### config.mk
export PLATFORM = sky130hd
export DESIGN_NAME = ddr_reset_requester
export DESIGN_NICKNAME = d
export VERILOG_FILES = /design/src/rtl/ddr_rst_pkg.sv /design/src/rtl/req_debounce.sv /design/src/rtl/ddr_reset_requester.sv
export SDC_FILE = /design/constraint.sdc
export NUM_CORES = 1
export LEC_CHECK = 0
export CAP_MARGIN = 25
export CELL_PAD_IN_SITES_DETAIL_PLACEMENT = 1
export CELL_PAD_IN_SITES_GLOBAL_PLACEMENT = 1
export CORE_MARGIN = 3
export CORE_UTILIZATION = 35
export DETAILED_ROUTE_END_ITERATION = 12
export PLACE_DENSITY_LB_ADDON = 0.25
export SETUP_SLACK_MARGIN = 0.1
export SYNTH_ARGS = -nofsm -noshare
export SYNTH_HDL_FRONTEND = slang
export SYNTH_SLANG_ARGS = --single-unit
### constraint.sdc
create_clock -name clk -period 2.6 [get_ports clk]
set_input_delay 0.78 -clock clk [delete_from_list [all_inputs] [get_ports clk]]
set_output_delay 0.78 -clock clk [all_outputs]
set_load 0.01 [all_outputs]
### src/rtl/ddr_rst_pkg.sv
// Shared definitions for the DDR reset requester: FSM state encoding and
// helpers that size the settle window and the shared phase counter.
package ddr_rst_pkg;

  typedef enum logic [2:0] {
    ST_IDLE      = 3'd0,
    ST_QUIESCE   = 3'd1,
    ST_RESET     = 3'd2,
    ST_SETTLE    = 3'd3,
    ST_WAIT_DONE = 3'd4,
    ST_FAIL      = 3'd5
  } state_e;

  localparam int RETRY_W = 2;

  // Cycles the sequencer needs after its reset before init_done is meaningful.
  function automatic int settle_cycles(input int seq_cnt_bit_width);
    settle_cycles = 3 * (1 << seq_cnt_bit_width) + 2;
  endfunction

  // Width of the one counter that times quiesce, pulse, settle and init_done waits.
  function automatic int cnt_width(input int timeout_bits, input int settle_len, input int pulse_len);
    int w;
    w = timeout_bits;
    if ($clog2(settle_len) > w) w = $clog2(settle_len);
    if ($clog2(pulse_len) > w)  w = $clog2(pulse_len);
    if (w < 1) w = 1;
    cnt_width = w;
  endfunction

endpackage

### src/rtl/req_debounce.sv
// Request front end: brings the asynchronous user request into clk,
// demands a stable-high run before accepting it, and emits a single-cycle
// pulse on the accepted rising edge. A held request never fires again.
module req_debounce
  import ddr_rst_pkg::*;
#(
  parameter int DEBOUNCE_BIT_WIDTH = 3
) (
  input  logic clk,
  input  logic rst,
  input  logic rst_req,
  output logic req
);

  localparam logic [DEBOUNCE_BIT_WIDTH-1:0] CNT_MAX = '1;
  localparam logic [DEBOUNCE_BIT_WIDTH-1:0] CNT_ONE = DEBOUNCE_BIT_WIDTH'(1'b1);

  logic                          sync1_r;
  logic                          sync2_r;
  logic [DEBOUNCE_BIT_WIDTH-1:0] cnt_r;
  logic                          deb_r;
  logic                          deb_dly_r;

  // Two-flop synchroniser for the asynchronous request level.
  always_ff @(posedge clk or posedge rst) begin
    if (rst) begin
      sync1_r <= 1'b0;
      sync2_r <= 1'b0;
    end else begin
      sync1_r <= rst_req;
      sync2_r <= sync1_r;
    end
  end

  // Run-length debounce: any low sample restarts; 2**N highs in a row accept.
  always_ff @(posedge clk or posedge rst) begin
    if (rst) begin
      cnt_r <= '0;
      deb_r <= 1'b0;
    end else if (!sync2_r) begin
      cnt_r <= '0;
      deb_r <= 1'b0;
    end else if (cnt_r == CNT_MAX) begin
      deb_r <= 1'b1;
    end else begin
      cnt_r <= cnt_r + CNT_ONE;
    end
  end

  // Delayed copy of the debounced level for rising-edge detection.
  always_ff @(posedge clk or posedge rst) begin
    if (rst) begin
      deb_dly_r <= 1'b0;
    end else begin
      deb_dly_r <= deb_r;
    end
  end

  assign req = deb_r & ~deb_dly_r;

endmodule

### src/rtl/ddr_reset_requester.sv
// DDR reset requester: turns a debounced user request into a traffic-safe
// reset of the DDR sequencer (drain traffic, pulse reset, wait out the
// sequence, confirm init_done with timeout and bounded retry). After block
// reset it only confirms the configuration-driven power-on init.
module ddr_reset_requester
  import ddr_rst_pkg::*;
#(
  parameter int DEBOUNCE_BIT_WIDTH = 3,
  parameter int RST_PULSE_CYCLES   = 4,
  parameter int SEQ_CNT_BIT_WIDTH  = 8,
  parameter int TIMEOUT_BIT_WIDTH  = 16,
  parameter int MAX_RETRY          = 2
) (
  input  logic       clk,
  input  logic       rst,
  input  logic       rst_req,
  input  logic       quiesce_ack,
  input  logic       ddr_init_done,
  output logic       quiesce_req,
  output logic       ddr_rst,
  output logic       ready,
  output logic       busy,
  output logic       fail,
  output logic       quiesce_forced,
  output logic [1:0] retry_cnt
);

  localparam int SETTLE_LEN   = settle_cycles(SEQ_CNT_BIT_WIDTH);
  localparam int TIMEOUT_LAST = (1 << TIMEOUT_BIT_WIDTH) - 2;
  localparam int CNT_W        = cnt_width(TIMEOUT_BIT_WIDTH, SETTLE_LEN, RST_PULSE_CYCLES);

  // Counter values seen in the last cycle of each timed phase (counter is 0 on entry).
  localparam logic [CNT_W-1:0]   TIMEOUT_HIT = CNT_W'(TIMEOUT_LAST);
  localparam logic [CNT_W-1:0]   PULSE_HIT   = CNT_W'(RST_PULSE_CYCLES - 1);
  localparam logic [CNT_W-1:0]   SETTLE_HIT  = CNT_W'(SETTLE_LEN - 1);
  localparam logic [CNT_W-1:0]   CNT_ONE     = CNT_W'(1'b1);
  localparam logic [RETRY_W-1:0] RETRY_LIM   = RETRY_W'(MAX_RETRY);
  localparam logic [RETRY_W-1:0] RETRY_SAT   = '1;
  localparam logic [RETRY_W-1:0] RETRY_ONE   = RETRY_W'(1'b1);

  state_e             state_r;
  state_e             state_nxt;
  logic [CNT_W-1:0]   cnt_r;
  logic [CNT_W-1:0]   cnt_nxt;
  logic [RETRY_W-1:0] retry_nxt;
  logic               forced_nxt;
  logic               timeout_s;
  logic               req_s;
  logic               quiesce_req_nxt;
  logic               ddr_rst_nxt;
  logic               ready_nxt;
  logic               busy_nxt;
  logic               fail_nxt;

  req_debounce #(
    .DEBOUNCE_BIT_WIDTH (DEBOUNCE_BIT_WIDTH)
  ) u_req_debounce (
    .clk     (clk),
    .rst     (rst),
    .rst_req (rst_req),
    .req     (req_s)
  );

  assign timeout_s = (cnt_r == TIMEOUT_HIT);

  // Next state, retry/forced bookkeeping, phase counter and decoded outputs.
  always_comb begin
    state_nxt  = state_r;
    retry_nxt  = retry_cnt;
    forced_nxt = quiesce_forced;
    cnt_nxt    = '0;
    case (state_r)
      ST_IDLE: begin
        if (req_s) begin
          state_nxt = ST_QUIESCE;
          retry_nxt = '0;
        end else begin
          state_nxt = ST_IDLE;
        end
      end
      ST_QUIESCE: begin
        if (quiesce_ack) begin
          state_nxt = ST_RESET;
        end else if (timeout_s) begin
          state_nxt  = ST_RESET;
          forced_nxt = 1'b1;
        end else begin
          state_nxt = ST_QUIESCE;
        end
      end
      ST_RESET: begin
        if (cnt_r == PULSE_HIT) begin
          state_nxt = ST_SETTLE;
        end else begin
          state_nxt = ST_RESET;
        end
      end
      ST_SETTLE: begin
        // init_done is not trustworthy while the sequencer is still starting up.
        if (cnt_r == SETTLE_HIT) begin
          state_nxt = ST_WAIT_DONE;
        end else begin
          state_nxt = ST_SETTLE;
        end
      end
      ST_WAIT_DONE: begin
        if (ddr_init_done) begin
          state_nxt = ST_IDLE;
        end else if (timeout_s) begin
          if (retry_cnt < RETRY_LIM) begin
            state_nxt = ST_RESET;
            retry_nxt = (retry_cnt == RETRY_SAT) ? RETRY_SAT : (retry_cnt + RETRY_ONE);
          end else begin
            state_nxt = ST_FAIL;
          end
        end else begin
          state_nxt = ST_WAIT_DONE;
        end
      end
      ST_FAIL: begin
        if (req_s) begin
          state_nxt = ST_QUIESCE;
          retry_nxt = '0;
        end else begin
          state_nxt = ST_FAIL;
        end
      end
      default: begin
        state_nxt = ST_WAIT_DONE;
        retry_nxt = '0;
      end
    endcase

    if ((state_nxt != state_r) || (state_r == ST_IDLE) || (state_r == ST_FAIL)) begin
      cnt_nxt = '0;
    end else begin
      cnt_nxt = cnt_r + CNT_ONE;
    end

    quiesce_req_nxt = (state_nxt != ST_IDLE);
    ddr_rst_nxt     = (state_nxt == ST_RESET);
    ready_nxt       = (state_nxt == ST_IDLE);
    busy_nxt        = (state_nxt != ST_IDLE) && (state_nxt != ST_FAIL);
    fail_nxt        = (state_nxt == ST_FAIL);
  end

  // State, counter and all outputs registered; reset lands in WAIT_DONE with traffic held off.
  always_ff @(posedge clk or posedge rst) begin
    if (rst) begin
      state_r        <= ST_WAIT_DONE;
      cnt_r          <= '0;
      quiesce_req    <= 1'b1;
      ddr_rst        <= 1'b0;
      ready          <= 1'b0;
      busy           <= 1'b1;
      fail           <= 1'b0;
      quiesce_forced <= 1'b0;
      retry_cnt      <= 2'd0;
    end else begin
      state_r        <= state_nxt;
      cnt_r          <= cnt_nxt;
      quiesce_req    <= quiesce_req_nxt;
      ddr_rst        <= ddr_rst_nxt;
      ready          <= ready_nxt;
      busy           <= busy_nxt;
      fail           <= fail_nxt;
      quiesce_forced <= forced_nxt;
      retry_cnt      <= retry_nxt;
    end
  end

endmodule
==> impl_summary.log, run 1 <==
[metrics] initial antenna violation count: 0
[metrics] top post-synthesis cells by area: dfrtp_1, nor4_2, xnor2_1, dfstp_2, nor4_1
[metrics] largest net degree at the start of global routing: 35
[metrics] master cell of the clock root buffer: clkbuf_8
[metrics] sequential cell area in the final layout: 855 sq um
[metrics] pre-CTS worst setup slack: 0.0313 ns
[metrics] critical path endpoint category: flop
[metrics] Avg Inst Size Synth: 10.6 sq um
[metrics] critical path start-end classification: reg -> reg
[metrics] worst reg2reg path depth: 5
[metrics] width of the die: 79.2 um
[metrics] antenna cells: 0
[metrics] PD cells: 473 mW/mm^2
[metrics] Fin Clk Skew: 0.0106 ns
[metrics] result of the run: completed
[metrics] Core Rows: 26
[metrics] Buffers on Ports: 12
[metrics] final RePlAce weighted congestion: 0.836
[metrics] clock latency at the later pin of the worst-skew pair: 0.29 ns
[metrics] upper clock frequency limit: 448 MHz
[metrics] total overflow reported by the global router: 0
[metrics] flip-flop cell with the highest count after synthesis: dfrtp_1
[metrics] Avg Vias per Cell: 5.45
[metrics] synthesized flop and latch total: 34
[metrics] placed cell areas: 0.00212 sq mm
[metrics] Detailed Route WL: 4380 um
[metrics] detailed-routing iteration count for the pre-antenna-repair pass: 4
[metrics] area enclosed by the die boundary: 0.00627 sq mm
[metrics] Bufs on Longest Clock Path: 2
[metrics] residual antenna-violating net count after detailed routing: 0
[metrics] setup-violating endpoint count in the final report: 0
[metrics] Global Route Usage Sum: 15.7%
[metrics] final total negative setup slack: 0 ns
[metrics] share of flip-flops with an asynchronous set or reset after synthesis: 100%
[metrics] fin crit period: 2.23 ns
[metrics] CTS H-Tree Depth: 2
[metrics] starting utilization of the core area: 36.5%
[metrics] total CTS buffers: 5
[metrics] number of max-cap violations: 0
[metrics] transition time at the pin with the least slew margin: 0.550 ns
[metrics] launching element type of the critical path: flop
[metrics] Area growth, synth to finish: 20.4%
[metrics] proportion of layout cells with a drive suffix above 1: 19.4%
[metrics] TritonCTS clock tree: built
[metrics] clk slew on worst S/H paths: 0.07 ns
[metrics] unrepaired setup endpoints after global routing: no
[metrics] total of hold buffers inserted after clock tree synthesis: 0
[metrics] netlist area before placement: 0.00188 sq mm
[metrics] Yosys warning total: 0
[metrics] cell depth of the worst min-delay path: 0
[metrics] post-detailed-route wirelength per cell: 16.2 um
[metrics] leading cell type by number of instances after synthesis: dfrtp_1
[metrics] fin area: 0.00226 sq mm
[metrics] post-synthesis cell type count: 43
[metrics] count of filler cells inserted in the layout: 606
[metrics] Max Slew Vio Count: 0
[metrics] area share of the leading cell type in the synthesized netlist: 41.4%
[metrics] library cell occupying the most area in the post-synthesis netlist: dfrtp_1
[metrics] vias in the first global route: 1,576
[metrics] total count of hold-check failures in the final report: 0
[metrics] period utilisation layout: 85.8%
[metrics] global-route wire length before repair: 7710 um
[metrics] area of the core: 0.00514 sq mm
[metrics] sequential fraction of the synthesis area: 45.6%
[metrics] Design Power: 0.00107 W
[metrics] leakage dissipation: 0.937 nW
[metrics] vias after detailed routing: 1,478
[metrics] estimated wirelength of the detail-placed design: 3320 um
[metrics] number of sinks handled by clock tree synthesis: 34
[metrics] Nets: 210
[metrics] Arr. time, crit path: 2.45 ns
[metrics] number of standard cells after synthesis: 177
[metrics] Peak supply drop: 194 uV
[metrics] Net Count, Synth: 187
[metrics] number of enable flip-flop cells after synthesis: 0
[metrics] required arrival time at the worst endpoint: 2.82 ns
[metrics] min-delay worst type: reg -> reg
[metrics] vertical extent of the die: 79.2 um
[metrics] ports placed on the boundary: 13
[metrics] DRC Markers: 0
[metrics] number of DRC violations after detailed-routing iteration 0: 99
[metrics] Multi-input gate area: 943 sq um
[metrics] CP max FO: 7
[metrics] final worst setup slack: 0.370 ns
[metrics] most used standard cells in the synthesized netlist: dfrtp_1, nor4_2, inv_1, nor4_1, xnor2_1
[metrics] slack of the worst reg-to-reg path: 0.37 ns
[metrics] worst slew slack as a fraction of its limit: 63.0%
[metrics by stage]
step,hold slack (ns),util (%),cells
2_1_floorplan,0.331,-,177
3_3_place_gp,0.333,41.3,262
3_5_place_dp,0.347,41.3,262
4_1_cts,0.364,43.5,270
5_1_grt,0.368,43.9,271
6_report,0.363,43.9,271
[sequential cells by signal, summed over array words and instances (netlist names), 2 cells and up]
name / flops
cnt_r: 16
state_r: 3
u_req_debounce.cnt_r: 3
retry_cnt: 2
[routing by layer]
layer,global-route usage (%),up-vias,part of all wire [%]
met5,0,-,0
li1,-,697,-
met3,3.17,7,2.8
met1,19.0,751,44
met4,7.04,0,1.7
met2,26.9,23,51
[layout make-up]
cell class	instances	area share (%)
multi-input cells	125	41.8
flip-flops and latches	34	37.8
repair buffers	23	9.53
well taps	70	3.88
clock buffers	7	3.82
inverters	11	1.83
clock inverters	1	1.33
[path summary, 6_finish.rpt]
kind | from | to
max in group asynchronous | rst | state_r[2]
worst min register to register | u_req_debounce.sync1_r | u_req_debounce.sync2_r
worst min-delay path | u_req_debounce.sync1_r | u_req_debounce.sync2_r
worst max register to register | cnt_r[2] | busy
min in group asynchronous | rst | u_req_debounce.sync1_r
worst max-delay path | cnt_r[2] | busy
[critical path: stages, from the launching register on]
cell,delay (ns)
dfrtp_1,0.47
or4_1,0.63
nor4_1,0.32
o2bb2ai_1,0.16
nor4_2,0.38
o21ba_1,0.20
[kinds of logic (layout without fill, tap and decap cells)]
kind of cell | count (synthesis) | in the layout | share of synthesized area (%)
and+or+nand+nor | 76 | 76 | 28.0
DFF | 34 | 34 | 45.6
AOI/OAI and AO/OA | 27 | 27 | 10.9
buffers and inverters | 18 | 42 | 4.20
xor gates and xnor gates | 15 | 15 | 7.00
adders and majority gates | 5 | 5 | 3.34
muxes | 2 | 2 | 1.07
[what timing repair did]
action	4_1_cts	5_1_grt
setup endpoints to repair	0	17
buffers inserted	0	1
resized for setup	0	1
hold endpoints to repair	0	0
[report_power, final]
group / internal (W) / leakage (nW) / total (W) / switching [W]
combinational: 0.0000141 / 0.452 / 0.0000315 / 0.0000174
sequential: 0.000535 / 0.427 / 0.000539 / 0.00000387
clock: 0.000312 / 0.0585 / 0.000499 / 0.000186
[cells in the final DEF (no fill, tap or decap), drive strengths merged, types with 7 or more instances in the layout]
cell	n
buf	11
clkbuf	7
clkdlybuf4s50	12
dfrtp	31
inv	11
nand3	7
nor2	8
nor3	8
nor4	23
xnor2	10
(Power assumes the default switching activity.)
==> run 2: changes to the inputs <==
--- a/config.mk
+++ b/config.mk
@@ -10,6 +10,7 @@
 export CELL_PAD_IN_SITES_GLOBAL_PLACEMENT = 1
 export CORE_MARGIN = 3
 export CORE_UTILIZATION = 35
+export CTS_BUF_LIST = sky130_fd_sc_hd__clkbuf_16
 export DETAILED_ROUTE_END_ITERATION = 12
 export PLACE_DENSITY_LB_ADDON = 0.25
 export SETUP_SLACK_MARGIN = 0.1
==> run 2 against run 1 <==
Compared with the run above:
- fmax decreased by 2.1%
- power is 14% higher
- critical endpoint unchanged
- via count increased by 1.2%
- register-to-register slack worse by 0.05 ns
- clock power is 30% higher
- critical path type unchanged
==> impl_summary.log, run 2 (synthesis gave the netlist of run 1 again) <==
[metrics] Max Slew Vio Count: 0
[metrics] area enclosed by the die boundary: 0.00627 sq mm
[metrics] Peak supply drop: 309 uV
[metrics] Buffers on Ports: 12
[metrics] longest individual stage delay on the worst path: 0.64 ns
[metrics] width of the die: 79.2 um
[metrics] transition time at the pin with the least slew margin: 0.548 ns
[metrics] PD cells: 530 mW/mm^2
[metrics] starting utilization of the core area: 36.5%
[metrics] max reg flops: 16
[metrics] final total negative setup slack: 0 ns
[metrics] vias in the first global route: 1,578
[metrics] Avg Vias per Cell: 5.52
[metrics] cell with the biggest individual delay on the critical path: or4_1
[metrics] largest registers: cnt_r x16, state_r x3, u_req_debounce.cnt_r x3
[metrics] DRC Markers: 0
[metrics] Design Power: 0.00122 W
[metrics] detailed-routing iteration count for the pre-antenna-repair pass: 4
[metrics] clk slew on worst S/H paths: 0.05 ns
[metrics] vias after detailed routing: 1,495
[metrics] Core Rows: 26
[metrics] largest net degree at the start of global routing: 35
[metrics] launching element type of the critical path: flop
[metrics] total of hold buffers inserted after clock tree synthesis: 0
[metrics] Biggest register: cnt_r
[metrics] number of DRC violations after detailed-routing iteration 0: 84
[metrics] TritonCTS clock tree: built
[metrics] highest-count cells in the layout ignoring fill and taps: dfrtp_1, inv_1, nor4_2, clkdlybuf4s50_1, nor4_1
[metrics] number of max-cap violations: 0
[metrics] number of sinks handled by clock tree synthesis: 34
[metrics] total count of hold-check failures in the final report: 0
[metrics] upper clock frequency limit: 439 MHz
[metrics] total CTS buffers: 5
[metrics] Global Route Usage Sum: 16.5%
[metrics] Arr. time, crit path: 2.49 ns
[metrics] required arrival time at the worst endpoint: 2.81 ns
[metrics] antenna cells: 0
[metrics] residual antenna-violating net count after detailed routing: 0
[metrics] min-delay worst type: reg -> reg
[metrics] clock latency at the later pin of the worst-skew pair: 0.28 ns
[metrics] commonest non-fill, non-tap cell in the layout: dfrtp_1
[metrics] period utilisation layout: 87.6%
[metrics] sequence of cells on the critical path: or4_1, nor4_1, o2bb2ai_1, nor4_2, o21ba_1
[metrics] CTS H-Tree Depth: 2
[metrics] result of the run: completed
[metrics] fin crit period: 2.28 ns
[metrics] Nets: 210
[metrics] count of filler cells inserted in the layout: 598
[metrics] unrepaired setup endpoints after global routing: no
[metrics] proportion of layout cells with a drive suffix above 1: 18.9%
[metrics] post-detailed-route wirelength per cell: 16.8 um
[metrics] worst slew slack as a fraction of its limit: 63.1%
[metrics] area of the core: 0.00514 sq mm
[metrics] setup-violating endpoint count in the final report: 0
[metrics] critical path start-end classification: reg -> reg
[metrics] initial antenna violation count: 0
[metrics] Detailed Route WL: 4550 um
[metrics] Fin Clk Skew: 0.00703 ns
[metrics] Bufs on Longest Clock Path: 2
[metrics] estimated wirelength of the detail-placed design: 3320 um
[metrics] Area growth, synth to finish: 22.9%
[metrics] vertical extent of the die: 79.2 um
[metrics] master cell of the clock root buffer: clkbuf_16
[metrics] CP max FO: 7
[metrics] critical path endpoint category: flop
[metrics] leakage dissipation: 0.961 nW
[metrics] ports placed on the boundary: 13
[metrics] final RePlAce weighted congestion: 0.836
[metrics] global-route wire length before repair: 7990 um
[metrics] total overflow reported by the global router: 0
run 2: layout make-up:
cell class	instances	area, sq um	share of cell area [%]
Inverter	11	41.3	1.79
Sequential cell	34	855	37.1
Clock inverter	3	37.5	1.63
Clock buffer	5	125	5.43
Multi-Input combinational cell	125	943	40.9
Tap cell	70	87.6	3.80
Timing Repair Buffer	23	215	9.34
run 2: critical path: cells and delay by family, from the launching register on:
family | cells | cell delay (ns)
and+or+nand+nor | 3 | 1.38
DFF | 1 | 0.46
AOI/OAI and AO/OA | 2 | 0.36
run 2: worst paths after layout:
path	from	to	slack, ns	cells past startpoint
setup reg to reg	cnt_r[2]	busy	0.32	5
max in group asynchronous	rst	state_r[2]	1.37	3
hold reg to reg	u_req_debounce.sync1_r	u_req_debounce.sync2_r	0.36	0
min in group asynchronous	rst	u_req_debounce.sync1_r	0.89	3
hold / removal	u_req_debounce.sync1_r	u_req_debounce.sync2_r	0.36	0
setup / recovery	cnt_r[2]	busy	0.32	5
run 2: power breakdown:
part,internal [W],switching [W]
clock,0.000444,0.000205
combinational,0.0000141,0.0000177
sequential,0.000536,0.00000398
total,0.000994,0.000226
run 2: per-stage QoR:
step	hold slack [ns]	cell area (sq um)	worst slack, ns	utilization, %	instances
after floorplan	0.331	1880	0.521	-	177
after global placement	0.333	2120	0.101	41.3	262
after detailed placement	0.347	2120	0.0313	41.3	262
after CTS	0.359	2280	0.198	44.4	270
after global routing	0.363	2300	0.101	44.8	271
final	0.358	2300	0.322	44.8	271
run 2: metal layers:
layer | vias up | GRT usage (%) | wire length, um
li1 | 702 | - | -
met1 | 757 | 19.9 | 1960
met2 | 28 | 28.5 | 2350
met3 | 8 | 3.74 | 161
met4 | 0 | 6.36 | 88
met5 | - | 0 | 0
run 2: what timing repair did:
item | 4_1_cts | 5_1_grt
gates resized for setup | 0 | 1
endpoints found under the setup margin | 0 | 17
buffers inserted | 0 | 1
==> run 3: changes to the inputs <==
--- a/config.mk
+++ b/config.mk
@@ -8,7 +8,7 @@
 export CAP_MARGIN = 25
 export CELL_PAD_IN_SITES_DETAIL_PLACEMENT = 1
 export CELL_PAD_IN_SITES_GLOBAL_PLACEMENT = 1
-export CORE_MARGIN = 3
+export CORE_MARGIN = 2
 export CORE_UTILIZATION = 35
 export CTS_BUF_LIST = sky130_fd_sc_hd__clkbuf_16
 export DETAILED_ROUTE_END_ITERATION = 12
==> run 3 against run 2 <==
Compared with the run above:
- combinational power shrank 3%
- power shrank 8.4%
- critical path type unchanged
- hold slack lost 0.0080 ns
- clock skew shrank 0.0020 ns
- largest cell class unchanged
==> impl_summary.log, run 3 (synthesis gave the netlist of run 1 again) <==
[metrics] result of the run: completed
[metrics] ports placed on the boundary: 13
[metrics] Detailed Route WL: 4530 um
[metrics] TritonCTS clock tree: built
[metrics] antenna cells: 0
[metrics] area enclosed by the die boundary: 0.00596 sq mm
[metrics] Global Route Usage Sum: 17.2%
[metrics] commonest non-fill, non-tap cell in the layout: dfrtp_1
[metrics] Clk pwr share: 48.9%
[metrics] worst reg2reg path depth: 5
[metrics] DRC Markers: 0
[metrics] sequential share of power: 48.3%
[metrics] number of DRC violations after detailed-routing iteration 0: 22
[metrics] min-delay worst type: reg -> reg
[metrics] reg-to-reg endpoint: busy
[metrics] vias after detailed routing: 1,469
[metrics] critical register-to-register path startpoint: cnt_r[3]
[metrics] switching power as a share of total power: 19.9%
[metrics] clock latency at the later pin of the worst-skew pair: 0.28 ns
[metrics] post-detailed-route wirelength per cell: 16.8 um
[metrics] total overflow reported by the global router: 0
[metrics] Avg Vias per Cell: 5.44
[metrics] global-route wire length before repair: 8040 um
[metrics] largest net degree at the start of global routing: 35
[metrics] power share of the combinational group: 2.8%
[metrics] starting utilization of the core area: 36.5%
[metrics] number of max-cap violations: 0
[metrics] area of the core: 0.00514 sq mm
[metrics] Peak supply drop: 236 uV
[metrics] length of routed met2 wiring: 2340 um
[metrics] leakage dissipation: 0.943 nW
[metrics] upper clock frequency limit: 415 MHz
[metrics] highest metal layer with signal wires: met4
[metrics] power dissipated by switching net loads: 0.000222 W
[metrics] CTS H-Tree Depth: 2
[metrics] total CTS buffers: 5
[metrics] Biggest register: cnt_r
[metrics] Buf/Inv on CP: 0
[metrics] met3 WL: 146 um
[metrics] detailed-routing iteration count for the pre-antenna-repair pass: 4
[metrics] residual antenna-violating net count after detailed routing: 0
[metrics] launching element type of the critical path: flop
[metrics] Fin Clk Skew: 0.00503 ns
[metrics] total of hold buffers inserted after clock tree synthesis: 0
[metrics] setup-violating endpoint count in the final report: 0
[metrics] proportion of layout cells with a drive suffix above 1: 18.5%
[metrics] required arrival time at the worst endpoint: 2.81 ns
[metrics] final total negative setup slack: 0 ns
[metrics] worst slew slack as a fraction of its limit: 38.4%
[metrics] vertical extent of the die: 77.2 um
[metrics] slack of the worst reg-to-reg path: 0.19 ns
[metrics] longest individual stage delay on the worst path: 0.67 ns
[metrics] Core Rows: 26
[metrics] Met1 Routed Length: 1910 um
[metrics] highest-count cells in the layout ignoring fill and taps: dfrtp_1, inv_1, nor4_2, clkdlybuf4s50_1, nor4_1
[metrics] Pint: 0.000895 W
[metrics] Max Slew Vio Count: 0
[metrics] Design Power: 0.00112 W
[metrics] estimated wirelength of the detail-placed design: 3290 um
[metrics] vias in the first global route: 1,648
[metrics] clk slew on worst S/H paths: 0.05 ns
[metrics] sequence of cells on the critical path: or4_1, nor4_1, o2bb2ai_1, nor4_2, o21ba_1
[metrics] PD cells: 494 mW/mm^2
[metrics] Bufs on Longest Clock Path: 2
[metrics] period utilisation layout: 92.6%
[metrics] critical path endpoint category: flop
[metrics] worst min-delay path startpoint: u_req_debounce.sync1_r
[metrics] max reg flops: 16
[metrics] critical path start-end classification: reg -> reg
[metrics] end point of the worst hold path: u_req_debounce.sync2_r
[metrics] kind of cell adding the most delay to the critical path: simple AND/OR/NAND/NOR gates
[metrics] CP max FO: 6
[metrics] cell with the biggest individual delay on the critical path: or4_1
[metrics] Arr. time, crit path: 2.61 ns
[metrics] transition time at the pin with the least slew margin: 0.924 ns
[metrics] Nets: 209
[metrics] largest registers: cnt_r x16, state_r x3, u_req_debounce.cnt_r x3
[metrics] Buffers on Ports: 12
[metrics] number of sinks handled by clock tree synthesis: 34
[metrics] width of the die: 77.2 um
[metrics] cell depth of the worst min-delay path: 0
[metrics] total count of hold-check failures in the final report: 0
[metrics] unrepaired setup endpoints after global routing: no
[metrics] initial antenna violation count: 0
[metrics] master cell of the clock root buffer: clkbuf_16
[metrics] Area growth, synth to finish: 20.5%
[metrics] fin crit period: 2.41 ns
[metrics] final RePlAce weighted congestion: 0.825
## run 3: cell count changes in the layout (fill, tap and decap cells not counted), sizes merged
cell,before,now
clkinv,1,2
buf,11,10
bufinv,1,0
## run 3: worst max-delay path by stage
stage                        from         to  slack, ns  cells after the start
finish                   cnt_r[3]       busy       0.19                      5
global route             cnt_r[4]   cnt_r[2]       0.12                      5
CTS                      cnt_r[4]   cnt_r[2]       0.19                      5
detailed placement  ddr_init_done   cnt_r[2]       0.04                      5
global placement    ddr_init_done   cnt_r[8]       0.10                      5
floorplan              state_r[2]  cnt_r[10]       0.52                      5
## run 3: timing repair
| item | CTS | global route |
|---|---|---|
| setup buffers | 0 | 0 |
| resized for setup | 0 | 1 |
| setup endpoints to repair | 0 | 11 |
## run 3: metal layers
metal	global-route usage, %	vias up
met3	2.94	10
met2	29.7	23
met4	9.11	0
met1	20.3	741
met5	0	-
li1	-	695
## run 3: power groups by stage
stage	clock network, W	registers [W]	logic [W]
global placement	0	0.000548	0.0000299
finish	0.000547	0.000540	0.0000310
CTS	0.000565	0.000540	0.0000325
global route	0.000585	0.000540	0.0000363
detailed placement	0	0.000549	0.0000322
floorplan	0	0.000547	0.0000175
## run 3: cell type report
class / count / area, sq um
clock inverter: 3 / 12.5
tap: 70 / 87.6
clock buffer: 5 / 125
timing repair buffer: 22 / 195
fill: 605 / 2880
sequential: 34 / 855
inverter: 11 / 41.3
multi-input combinational: 125 / 943
## run 3: stage by stage
step	hold slack [ns]	instance area (sq um)	setup WS (ns)	instances	utilization, %
after floorplan	0.331	1880	0.521	177	-
after global placement	0.332	2120	0.101	262	41.3
after detailed placement	0.338	2120	0.0377	262	41.3
after CTS	0.350	2260	0.188	270	43.9
after global routing	0.379	2260	0.120	270	44.0
final	0.350	2260	0.193	270	44.0
